### src/rtl/btn_move_sched_pkg.sv
// Shared definitions for the button-to-paddle movement sequencer.
package btn_move_sched_pkg;

    // Resolved per-player movement direction.
    typedef enum logic [1:0] {
        DirNone = 2'b00,
        DirUp   = 2'b01,
        DirDown = 2'b10
    } dir_e;

    // Width of the hold counter, which saturates at (max_steps-1) << accel_shift.
    function automatic int unsigned hold_width(input int unsigned max_steps,
                                               input int unsigned accel_shift);
        int unsigned hold_max;
        hold_max = (max_steps - 1) << accel_shift;
        return (hold_max < 1) ? 1 : $clog2(hold_max + 1);
    endfunction

endpackage

### src/rtl/btn_move_chan.sv
// One player: synchronise and debounce up/down, resolve direction and
// schedule a per-frame burst of one-cycle step pulses that grows while held.
module btn_move_chan
    import btn_move_sched_pkg::*;
#(
    parameter int unsigned DEB_CYCLES  = 50000,
    parameter int unsigned ACCEL_SHIFT = 3,
    parameter int unsigned MAX_STEPS   = 4
) (
    input  logic clk,
    input  logic rst,
    input  logic frame_tick,
    input  logic pause,
    input  logic up_raw,
    input  logic down_raw,
    output logic step_up,
    output logic step_down
);

    localparam int unsigned CntW    = $clog2(DEB_CYCLES);
    localparam int unsigned HoldW   = hold_width(MAX_STEPS, ACCEL_SHIFT);
    localparam int unsigned HoldMax = (MAX_STEPS - 1) << ACCEL_SHIFT;

    // Bit 0 is the up button, bit 1 the down button.
    logic [1:0]      sync1_q, sync2_q, deb_q;
    logic [CntW-1:0] cnt_q [2];

    dir_e             dir, prev_dir_q, burst_dir_q;
    logic [HoldW-1:0] hold_q, hold_d;
    logic [3:0]       burst_q, load, n_steps;
    logic [31:0]      hold_sh;
    logic             up_q, down_q;

    // Two-flop synchronisers feeding a consecutive-mismatch debouncer per button.
    always_ff @(posedge clk) begin
        if (rst) begin
            sync1_q <= '0;
            sync2_q <= '0;
            deb_q   <= '0;
            for (int i = 0; i < 2; i++) cnt_q[i] <= '0;
        end else begin
            sync1_q <= {down_raw, up_raw};
            sync2_q <= sync1_q;
            for (int i = 0; i < 2; i++) begin
                if (sync2_q[i] == deb_q[i]) begin
                    cnt_q[i] <= '0;
                end else if (cnt_q[i] == CntW'(DEB_CYCLES - 1)) begin
                    deb_q[i] <= ~deb_q[i];
                    cnt_q[i] <= '0;
                end else begin
                    cnt_q[i] <= cnt_q[i] + 1'b1;
                end
            end
        end
    end

    // Direction resolve and next burst length / hold for a frame tick.
    always_comb begin
        case (deb_q)
            2'b01:   dir = DirUp;
            2'b10:   dir = DirDown;
            default: dir = DirNone;
        endcase

        hold_sh = 32'(hold_q) >> ACCEL_SHIFT;
        if (hold_sh >= MAX_STEPS - 1) n_steps = 4'(MAX_STEPS);
        else                          n_steps = 4'(hold_sh + 1);

        load   = '0;
        hold_d = '0;
        if (dir == DirNone) begin
            load   = '0;
            hold_d = '0;
        end else if (dir != prev_dir_q) begin
            load   = 4'd1;
            hold_d = HoldW'(1);
        end else begin
            load   = n_steps;
            hold_d = (32'(hold_q) < HoldMax) ? hold_q + 1'b1 : hold_q;
        end
    end

    // Burst scheduler; the first pulse of a burst is launched on the tick edge,
    // so burst_q counts the pulses still owed after the current one.
    always_ff @(posedge clk) begin
        if (rst) begin
            prev_dir_q  <= DirNone;
            burst_dir_q <= DirNone;
            hold_q      <= '0;
            burst_q     <= '0;
            up_q        <= 1'b0;
            down_q      <= 1'b0;
        end else if (frame_tick && !pause) begin
            prev_dir_q  <= dir;
            burst_dir_q <= dir;
            hold_q      <= hold_d;
            up_q        <= (load != 4'd0) && (dir == DirUp);
            down_q      <= (load != 4'd0) && (dir == DirDown);
            burst_q     <= (load != 4'd0) ? load - 4'd1 : 4'd0;
        end else if (burst_q != 4'd0) begin
            up_q        <= (burst_dir_q == DirUp);
            down_q      <= (burst_dir_q == DirDown);
            burst_q     <= burst_q - 4'd1;
        end else begin
            up_q        <= 1'b0;
            down_q      <= 1'b0;
        end
    end

    assign step_up   = up_q;
    assign step_down = down_q;

endmodule

### src/rtl/btn_move_sched.sv
// Top level: two independent player channels between raw buttons and paddles.
module btn_move_sched
    import btn_move_sched_pkg::*;
#(
    parameter int unsigned DEB_CYCLES  = 50000,
    parameter int unsigned ACCEL_SHIFT = 3,
    parameter int unsigned MAX_STEPS   = 4
) (
    input  logic clk,
    input  logic rst,
    input  logic frame_tick,
    input  logic pause,
    input  logic btn1_up_raw,
    input  logic btn1_down_raw,
    input  logic btn2_up_raw,
    input  logic btn2_down_raw,
    output logic ply1_up,
    output logic ply1_down,
    output logic ply2_up,
    output logic ply2_down
);

    btn_move_chan #(
        .DEB_CYCLES  (DEB_CYCLES),
        .ACCEL_SHIFT (ACCEL_SHIFT),
        .MAX_STEPS   (MAX_STEPS)
    ) u_chan1 (
        .clk        (clk),
        .rst        (rst),
        .frame_tick (frame_tick),
        .pause      (pause),
        .up_raw     (btn1_up_raw),
        .down_raw   (btn1_down_raw),
        .step_up    (ply1_up),
        .step_down  (ply1_down)
    );

    btn_move_chan #(
        .DEB_CYCLES  (DEB_CYCLES),
        .ACCEL_SHIFT (ACCEL_SHIFT),
        .MAX_STEPS   (MAX_STEPS)
    ) u_chan2 (
        .clk        (clk),
        .rst        (rst),
        .frame_tick (frame_tick),
        .pause      (pause),
        .up_raw     (btn2_up_raw),
        .down_raw   (btn2_down_raw),
        .step_up    (ply2_up),
        .step_down  (ply2_down)
    );

endmodule

### config.mk
export PLATFORM = sky130hd
export DESIGN_NAME = btn_move_sched
export DESIGN_NICKNAME = d
export VERILOG_FILES = /design/src/rtl/btn_move_sched_pkg.sv /design/src/rtl/btn_move_chan.sv /design/src/rtl/btn_move_sched.sv
export SDC_FILE = /design/constraint.sdc
export NUM_CORES = 1
export LEC_CHECK = 0
export ABC_AREA = 0
export BUFFER_PORTS_ARGS = -buffer_cell sky130_fd_sc_hd__buf_4
export CAP_MARGIN = 20
export CORE_ASPECT_RATIO = 2
export CORE_MARGIN = 3
export CORE_UTILIZATION = 57
export DETAILED_ROUTE_END_ITERATION = 10
export GPL_ROUTABILITY_DRIVEN = 0
export PLACE_DENSITY_LB_ADDON = 0.08
export SLEW_MARGIN = 25
export SYNTH_ARGS = -nofsm -noshare
export SYNTH_HDL_FRONTEND = slang
export SYNTH_SLANG_ARGS = --single-unit
### constraint.sdc
create_clock -name clk -period 2.2 [get_ports clk]
set_input_delay 0.22 -clock clk [delete_from_list [all_inputs] [get_ports clk]]
set_output_delay 0.22 -clock clk [all_outputs]
set_load 0.01 [all_outputs]
---- Yosys cells after proc, flatten, opt, wreduce, memory -nomap -nowiden ----
Memories as Yosys holds them, arrays and structs flattened.
Cells that the tools add are included.
operators by class
  add/subtract/negate cells ............... 12
  multiply operators ...................... 0
  div/mod/pow operators ................... 0
  $lt $le $gt $ge ......................... 4
  eq/ne operators ......................... 22
  shift-type cells ........................ 0
  mux-type cells .......................... 86
  bitwise operators ....................... 20
  reduce and logical (&&, ||, !) cells .... 22
operators with widths
  cell                                                                    number
  16-bit two-way mux                                                      12
  16-bit by 1-bit adder with 16-bit output (second input constant)        4
  16-bit equality test (second input constant)                            4
  1-bit two-way mux                                                       54
  4-bit two-way mux                                                       12
  5-bit two-way mux                                                       6
  4-bit nonzero test                                                      4
  4-bit by 1-bit subtractor with 4-bit output (second input constant)     4
  2-bit by 1-bit equality test with 1-bit output (second input constant)  6
  2-bit equality test (second input constant)                             6
  1-bit bitwise OR                                                        12
  2-bit AND reduction                                                     6
  5-bit by 1-bit adder with 5-bit output (second input constant)          2
  5-bit < comparator (second input constant)                              2
  1-bit inverter                                                          8
  2-bit case mux with 2 select lines                                      2
  2-bit by 1-bit adder with 3-bit output (second input constant)          2
  3-bit nonzero test                                                      2
  1-bit logical AND                                                       5
  1-bit equality test                                                     4
  2-bit greater-or-equal comparator (second input constant)               2
  2-bit zero test                                                         2
  2-bit != test                                                           2
  2-bit nonzero test                                                      2
  1-bit zero test                                                         1
storage, ports and cells
  bits in registers ....................... 38
  bits in latches ......................... 0
  memory bits (writable) .................. 64
  bits in read-only memories .............. 0
  output and inout port bits .............. 4
  word-level logic and storage cells ...... 186
  memories kept ........................... 2
memories
  name           words  width  read ports  clocked after memory_dff  write ports  RTL line             source
  u_chan1.cnt_q  2      16     2           0                         2            btn_move_chan.sv:26  logic [CntW-1:0] cnt_q [2];
  u_chan2.cnt_q  2      16     2           0                         2            btn_move_chan.sv:26

---- Logic depth before layout (Yosys ltp) ----
Gate-level depths: netlist of run 1.
  word-level depth ........................ 8
  mapped depth ............................ 7
  depth with buffers taken out ............ 6

---- By module ----
A second synthesis of run 1 with hierarchy kept.
unflattened totals
  cell total of the unflattened synthesis .. 532
  area total of the unflattened synthesis .. 5437.7 sq um
by module, submodules not included
  module         times used  cells an instance  area an instance (sq um)  seq. area each (sq um)
  btn_move_chan  2           266                2718.9                    1341.3

---- Least setup slack after synthesis of run 1 ----
OpenSTA, ideal clock, no wires.
  kind .................................... reg2reg
  start ................................... register u_chan2.deb_q[0]
  end ..................................... register u_chan2.hold_q[1]
  arrival ................................. 2061 ps
  slack ................................... 69 ps
  stages on the path, launching flop included .. 7
  path buffers ............................ 0
  period minus slack after synthesis ...... 2131 ps
  cells stage by stage .................... dfxtp_1 -> inv_1 -> ha_1 -> or3b_1 -> or3_4 -> or3b_1 -> a21oi_1
on the way
  cells in the longest elaborated chain, start to end .. 5
ends and longest elaborated chain
  what                                                                                          RTL line                                  source
  start, declared                                                                               btn_move_chan.sv:25                       logic [1:0] sync1_q, sync2_q, deb_q;
  start signal, assigned by index                                                               btn_move_chan.sv:48                       deb_q[i] <= ~deb_q[i];
  2-bit equality test / 2-bit by 1-bit equality test with 1-bit output (equally long branches)  btn_move_chan.sv:59                       case (deb_q)
  2-bit case mux with 2 select lines *                                                          btn_move_chan.sv:59
  2-bit != test / 2-bit zero test (equally long branches)                                       btn_move_chan.sv:74, btn_move_chan.sv:71
  3-bit nonzero test (no line) / 5-bit two-way mux (equally long branches)                      -
  2-bit AND reduction (no line) / 5-bit two-way mux (equally long branches)                     -
  end signal, assigned                                                                          btn_move_chan.sv:96                       hold_q <= hold_d;
  end, declared                                                                                 btn_move_chan.sv:29                       logic [HoldW-1:0] hold_q, hold_d;
Mark *: on every way between the ends. The rest lies on a longest branch, timed or not.
A chain may end at the register's enable or synchronous reset.

---- Worst setup path in the final report of run 1 ----
  start ................................... register u_chan2.deb_q[0]
  end ..................................... register u_chan2.hold_q[4]
Same word-level chain as after synthesis.

==> flow_summary.json, run 1 <==
{
  "status": "finished clean",
  "p_seq_share_pct": 50.2,
  "synth_warnings": 0,
  "ios": 12,
  "r2r-start": "u_chan2.deb_q[0]$_SDFFE_PP0N_",
  "final.setup.tns_ns": 0,
  "clock_sinks": 102,
  "grt_usage_pct": 20.9,
  "grt_antenna_before_repair": 0,
  "netlist_instances": 544,
  "hold_buffers": 0,
  "dp.cells": 719,
  "fp.dieW_um": 75.2,
  "synth.distinct_cells": 57,
  "root_buffer": "clkbuf_16",
  "crit_fanout": 6,
  "io_buffers": 11,
  "fin_crit_sh_pct": 95.0,
  "start_kind": "flop",
  "min_to": "u_chan2.sync1_q[1]$_SDFF_PP0_",
  "worstPathRequired_ns": 2.47,
  "grt_max_degree": 44,
  "place_area_sq_um": 5940,
  "drt-total-wl_mm": 10.2,
  "ir_drop_mv": 0.461,
  "maxSlewHeadroom_pct": 54.2,
  "die_y_um": 144,
  "tightest_slew_ns": 0.687,
  "numCtsBuffers": 9,
  "drc_errors": 0,
  "wl_per_cell_um": 13.9,
  "synth-edff-count": 64,
  "nets": 656,
  "path_clk_slew_ns": 0.06,
  "grt_overflow": 0,
  "fp.coreArea_sq_um": 9140,
  "min_period_ns": 2.09,
  "finalHoldViolCount": 0,
  "p_leak_nw": 2.20,
  "drive_gt1_share_pct": 9.64,
  "whs_path_depth": 2,
  "firstDrtPassIters": 4,
  "via_per_inst": 5.44,
  "p_sw_w": 0.00107,
  "syn_to_final_growth_pct": 14.7,
  "diodes": 0,
  "start_util_pct": 59.8,
  "via_count": 3997,
  "htree_num_levels": 3,
  "path_class": "flop to flop",
  "arrival_ns": 2.36,
  "clk_latency_ns": 0.34,
  "hp-class": "primary input to flop",
  "stdcell_count": 735,
  "cts_tree": "done",
  "dp_hpwl_mm": 7.45,
  "ys_ff_latch": 102,
  "cts_buffer_depth": 2,
  "worst-r2r-cell-count": 6,
  "drt_iter0_markers": 222,
  "hold_start": "btn2_down_raw",
  "die_area_sq_um": 10900,
  "rsz0062_at_grt": "no",
  "end_kind": "flop",
  "grt_pass1_vias": 4113,
  "synthArstFlopShare_pct": 0,
  "drv_slew": 0,
  "synth.yosys.seq_area_share_pct": 49.1,
  "fillers": 774,
  "p_comb_share_pct": 13.2,
  "switching_share_pct": 23.9,
  "finClkSkew_ns": 0.00415,
  "p_total_w": 0.00447,
  "p_per_area_nw_per_um2": 714,
  "grt_pass1_wl_mm": 17.6,
  "ant_nets": 0,
  "maxCapViolations": 0,
  "avgSynthCellArea_sq_um": 10.0,
  "r2r-end": "u_chan2.hold_q[4]$_SDFFE_PP0P_",
  "num_rows": 49,
  "p_clk_share_pct": 36.6,
  "syn-cell-area_sq_um": 5460,
  "fmax_ghz": 0.478,
  "synthFlopType": "edfxtp_1",
  "final_cell_area_sq_um": 6260,
  "worst-r2r-setup-slack_ns": 0.11,
  "p_int_w": 0.00340,
  "setup_violations": 0
}
[metrics by stage]
| step | util [%] | hold WS [ns] | setup WS (ns) |
|---|---|---|---|
| finish | 68.5 | 0.0839 | 0.109 |
| global route | 68.5 | 0.0923 | 0.0275 |
| CTS | 68.4 | 0.0811 | 0.0306 |
| floorplan | - | 0.348 | 0.0688 |
| detailed placement | 65.0 | 0.424 | 0.0394 |
| global placement | 65.0 | 0.423 | 0.114 |
[state kept, by name, summed over array words and instances (netlist names), 2 cells and up]
name	flops
u_chan1.cnt_q	32
u_chan2.burst_q	4
u_chan1.sync2_q	2
u_chan2.cnt_q	32
u_chan2.hold_q	5
u_chan1.burst_q	4
u_chan2.deb_q	2
u_chan1.sync1_q	2
u_chan2.sync2_q	2
u_chan2.prev_dir_q	2
u_chan2.sync1_q	2
u_chan1.hold_q	5
u_chan1.prev_dir_q	2
u_chan1.deb_q	2
[layout make-up]
class	count	area (sq um)	share of cell area [%]
tap	102	128	2.04
timing repair buffer	24	193	3.08
sequential	102	2680	42.9
clock inverter	3	40.0	0.640
multi-input combinational	467	2860	45.6
clock buffer	13	272	4.34
inverter	24	90.1	1.44
[kinds of logic after synthesis]
group / after synthesis / synth area share (%)
flip-flops: 102 / 49.1
multiplexers: 7 / 1.31
XOR/XNOR: 67 / 10.7
AND/OR/NAND/NOR: 259 / 25.5
other: 1 / 0.0687
buffers and inverters: 38 / 3.12
adder cells (fa/ha/maj): 20 / 4.58
AO/OA/AOI/OAI: 50 / 5.57
[layout by cell type, fill, tap and decap left out, drive strengths merged, types with 5 or more instances in the layout]
cell type and count:
nor2 84, edfxtp 64, conb 64, xnor2 56, dfxtp 38, nand2 33
nand3 30, inv 24, buf 24, a21oi 23, nor3 21, ha 20
or3 14, nand4 13, clkbuf 13, nor4 12, xor2 11, nor2b 11
o21ai 10, mux2i 6, nand2b 6, a31oi 5, and3 5, or4 5
[critical path, stage by stage (launching register included)]
cell	delay (ns)
dfxtp_1	0.34
inv_1	0.08
ha_4	0.26
or3b_1	0.39
or3_4	0.43
or3_1	0.35
a31oi_1	0.17
[synth_stat cells (11+ instances only)]
master	n	share of area (%)
nor2b_1	11	1.3
nor2_1	74	5.1
edfxtp_1	64	35
or3_1	13	1.5
ha_1	20	4.6
nand2_1	32	2.2
dfxtp_1	38	14
xor2_1	11	1.8
a21oi_1	23	2.1
nand3_1	29	2.7
inv_1	24	1.7
nor3_1	21	1.9
nand4_1	13	1.5
nor4_1	11	1.3
xnor2_1	56	9.0
[worst max-delay path by stage]
stage / startpoint / end / cells after the start
finish: u_chan2.deb_q[0]$_SDFFE_PP0N_ / u_chan2.hold_q[4]$_SDFFE_PP0P_ / 6
global placement: u_chan2.deb_q[0]$_SDFFE_PP0N_ / u_chan2.hold_q[3]$_SDFFE_PP0P_ / 6
floorplan: u_chan2.deb_q[0]$_SDFFE_PP0N_ / u_chan2.hold_q[1]$_SDFFE_PP0P_ / 6
detailed placement: u_chan2.deb_q[0]$_SDFFE_PP0N_ / u_chan2.hold_q[4]$_SDFFE_PP0P_ / 6
CTS: u_chan2.deb_q[0]$_SDFFE_PP0N_ / u_chan2.hold_q[4]$_SDFFE_PP0P_ / 6
global route: u_chan2.deb_q[0]$_SDFFE_PP0N_ / u_chan2.hold_q[1]$_SDFFE_PP0P_ / 6
[what timing repair did]
action	4_1_cts	5_1_grt
setup buffers	0	0
resized for setup	0	1
endpoints found under the setup margin	0	4
[power groups by stage]
stage / sequential, W / combinational, W / clock, W
2_1_floorplan: 0.00226 / 0.000483 / 0
3_3_place_gp: 0.00228 / 0.000566 / 0
3_5_place_dp: 0.00228 / 0.000592 / 0
4_1_cts: 0.00224 / 0.000597 / 0.00167
5_1_grt: 0.00226 / 0.000690 / 0.00175
6_report: 0.00224 / 0.000592 / 0.00163
[layer usage]
metal | vias to the layer above | global-route usage [%] | part of all wire (%)
met5 | - | 0 | 0
met4 | 0 | 10.4 | 2.6
met3 | 21 | 2.30 | 2.0
met2 | 64 | 38.4 | 56
met1 | 1874 | 22.9 | 40
li1 | 2038 | - | -
Note: power is estimated with default switching activity, not from simulation.
==> inputs of run 2 (changes only) <==
--- a/config.mk
+++ b/config.mk
@@ -5,7 +5,7 @@
 export SDC_FILE = /design/constraint.sdc
 export NUM_CORES = 1
 export LEC_CHECK = 0
-export ABC_AREA = 0
+export ABC_AREA = 1
 export BUFFER_PORTS_ARGS = -buffer_cell sky130_fd_sc_hd__buf_4
 export CAP_MARGIN = 20
 export CORE_ASPECT_RATIO = 2
==> flow_summary.json, run 2 <==
{
  "htree_num_levels": 3,
  "finClkSkew_ns": 0.00784,
  "yosysTopAreaCell": "edfxtp_1",
  "setup_violations": 0,
  "p_per_area_nw_per_um2": 680,
  "syn-cell-area_sq_um": 5840,
  "cts_buffer_depth": 2,
  "path_clk_slew_ns": 0.07,
  "synth_area_leaders": "edfxtp_1, dfxtp_1, nand2_1, inv_1, a21oi_1",
  "ios": 12,
  "clk_latency_ns": 0.34,
  "crit_buf_inv": 0,
  "cts_tree": "done",
  "max_stage_delay_ns": 0.49,
  "grt_antenna_before_repair": 0,
  "wl_per_cell_um": 12.0,
  "synth-edff-count": 64,
  "post_cts_buffers": 0,
  "drc_errors": 0,
  "ys_top_cells_by_count": "nand2_1, inv_1, nor2_1",
  "synthArstFlopShare_pct": 0,
  "crit_chain": "nor4_1 -> nand4_1 -> nand3_2 -> a21oi_1",
  "end_kind": "flop",
  "dp_hpwl_mm": 8.57,
  "die_y_um": 149,
  "avgSynthCellArea_sq_um": 8.12,
  "min_period_ns": 1.84,
  "synth.distinct_cells": 45,
  "drt_iter0_markers": 217,
  "layout_common_cells": "nand2_1, inv_1, nor2_1, edfxtp_1, conb_1",
  "synthMostInstantiatedCell": "nand2_1",
  "whs_ns": 0.0833,
  "diodes": 0,
  "status": "finished clean",
  "io_buffers": 11,
  "drive_gt1_share_pct": 10.7,
  "p_leak_nw": 2.78,
  "grt_overflow": 0,
  "start_kind": "flop",
  "ys_ff_latch": 102,
  "drv_slew": 0,
  "fin_crit_sh_pct": 83.9,
  "firstDrtPassIters": 5,
  "grt_usage_pct": 21.2,
  "finalHoldViolCount": 0,
  "drt-total-wl_mm": 11.2,
  "crit_fanout": 16,
  "synth_top_area_share_pct": 32.9,
  "maxCapViolations": 0,
  "grt_pass1_wl_mm": 20.1,
  "worstPathRequired_ns": 2.27,
  "fp.coreArea_sq_um": 9890,
  "worst-r2r-setup-slack_ns": 0.36,
  "synth_warnings": 0,
  "netlist_instances": 719,
  "synthFlopType": "edfxtp_1",
  "via_count": 4775,
  "via_per_inst": 5.11,
  "reg_top3": "u_chan1.cnt_q: 32 flops, u_chan2.cnt_q: 32 flops",
  "num_rows": 51,
  "arrival_ns": 1.92,
  "grt_pass1_vias": 4805,
  "hp-class": "primary input to flop",
  "final_common_cell": "nand2_1",
  "cp_slowest_cell": "nor4_1",
  "ctsResizeCount": 0,
  "hold_buffers": 0,
  "rsz0062_at_grt": "no",
  "ir_drop_mv": 0.470,
  "path_class": "flop to flop",
  "fmax_ghz": 0.542,
  "syn_to_final_growth_pct": 13.7,
  "root_buffer": "clkbuf_16",
  "start_util_pct": 59.0,
  "cp_top_family": "simple AND/OR/NAND/NOR gates",
  "grt_max_degree": 30,
  "clock_sinks": 102,
  "fp.dieW_um": 77.5,
  "numCtsBuffers": 9,
  "die_area_sq_um": 11600,
  "fillers": 840,
  "final.setup.tns_ns": 0,
  "nets": 826,
  "synth.yosys.seq_area_share_pct": 46.0,
  "ant_nets": 0
}
run 2: area by class of cell:
| cell class | count | area, sq um | share of cell area (%) |
|---|---|---|---|
| tap | 132 | 165 | 2.49 |
| clock inverter | 7 | 113 | 1.70 |
| sequential | 102 | 2680 | 40.4 |
| clock buffer | 9 | 225 | 3.40 |
| inverter | 117 | 439 | 6.62 |
| multi-input combinational | 552 | 2890 | 43.5 |
| timing repair buffer | 16 | 120 | 1.81 |
run 2: worst paths after layout:
path	from	endpoint	depth (start not counted)
setup / recovery	u_chan2.cnt_q[1][11]$_SDFFCE_PN0P_	u_chan2.cnt_q[1][5]$_SDFFCE_PN0P_	4
hold / removal	btn2_down_raw	u_chan2.sync1_q[1]$_SDFF_PP0_	3
setup reg to reg	u_chan2.cnt_q[1][11]$_SDFFCE_PN0P_	u_chan2.cnt_q[1][5]$_SDFFCE_PN0P_	4
hold reg to reg	u_chan1.sync1_q[1]$_SDFF_PP0_	u_chan1.sync2_q[1]$_SDFF_PP0_	2
run 2: worst register-to-register path, stage by stage (launching register included):
cell,delay [ns]
edfxtp_1,0.45
nor4_1,0.49
nand4_1,0.24
nand3_2,0.32
a21oi_1,0.08
run 2: logic make-up (layout without fill, tap and decap cells):
family	count (synthesis)	after routing	share of synthesized area, %
other cells	1	64	0.0643
fa+ha+maj	20	20	4.29
simple gates	367	367	31.0
compound gates	89	89	8.19
xor+xnor	12	12	1.93
buf+inv	128	149	8.60
flops	102	102	46.0
run 2: power by group:
group,internal (W),switching [W]
combinational,0.000185,0.000307
sequential,0.00214,0.0000905
clock,0.00110,0.000682
run 2: metrics by stage:
step	worst slack [ns]	power (W)	area (sq um)	utilization [%]	cells
floorplan	0.625	0.00264	6070	-	782
global placement	0.376	0.00273	6290	63.6	919
detailed placement	0.322	0.00276	6290	63.6	919
CTS	0.330	0.00454	6630	67.1	935
global route	0.188	0.00472	6630	67.1	935
finish	0.355	0.00451	6630	67.1	935
run 2: layer usage:
metal  routed length [um]  share of wire [%]  vias to the layer above  track usage (%)
li1                     -                  -                     2470                -
met1                 4270                 38                     2228             21.1
met2                 6470                 58                       58             42.3
met3                  246                2.2                       19             3.20
met4                  225                2.0                        0             8.65
met5                    0                  0                        -                0
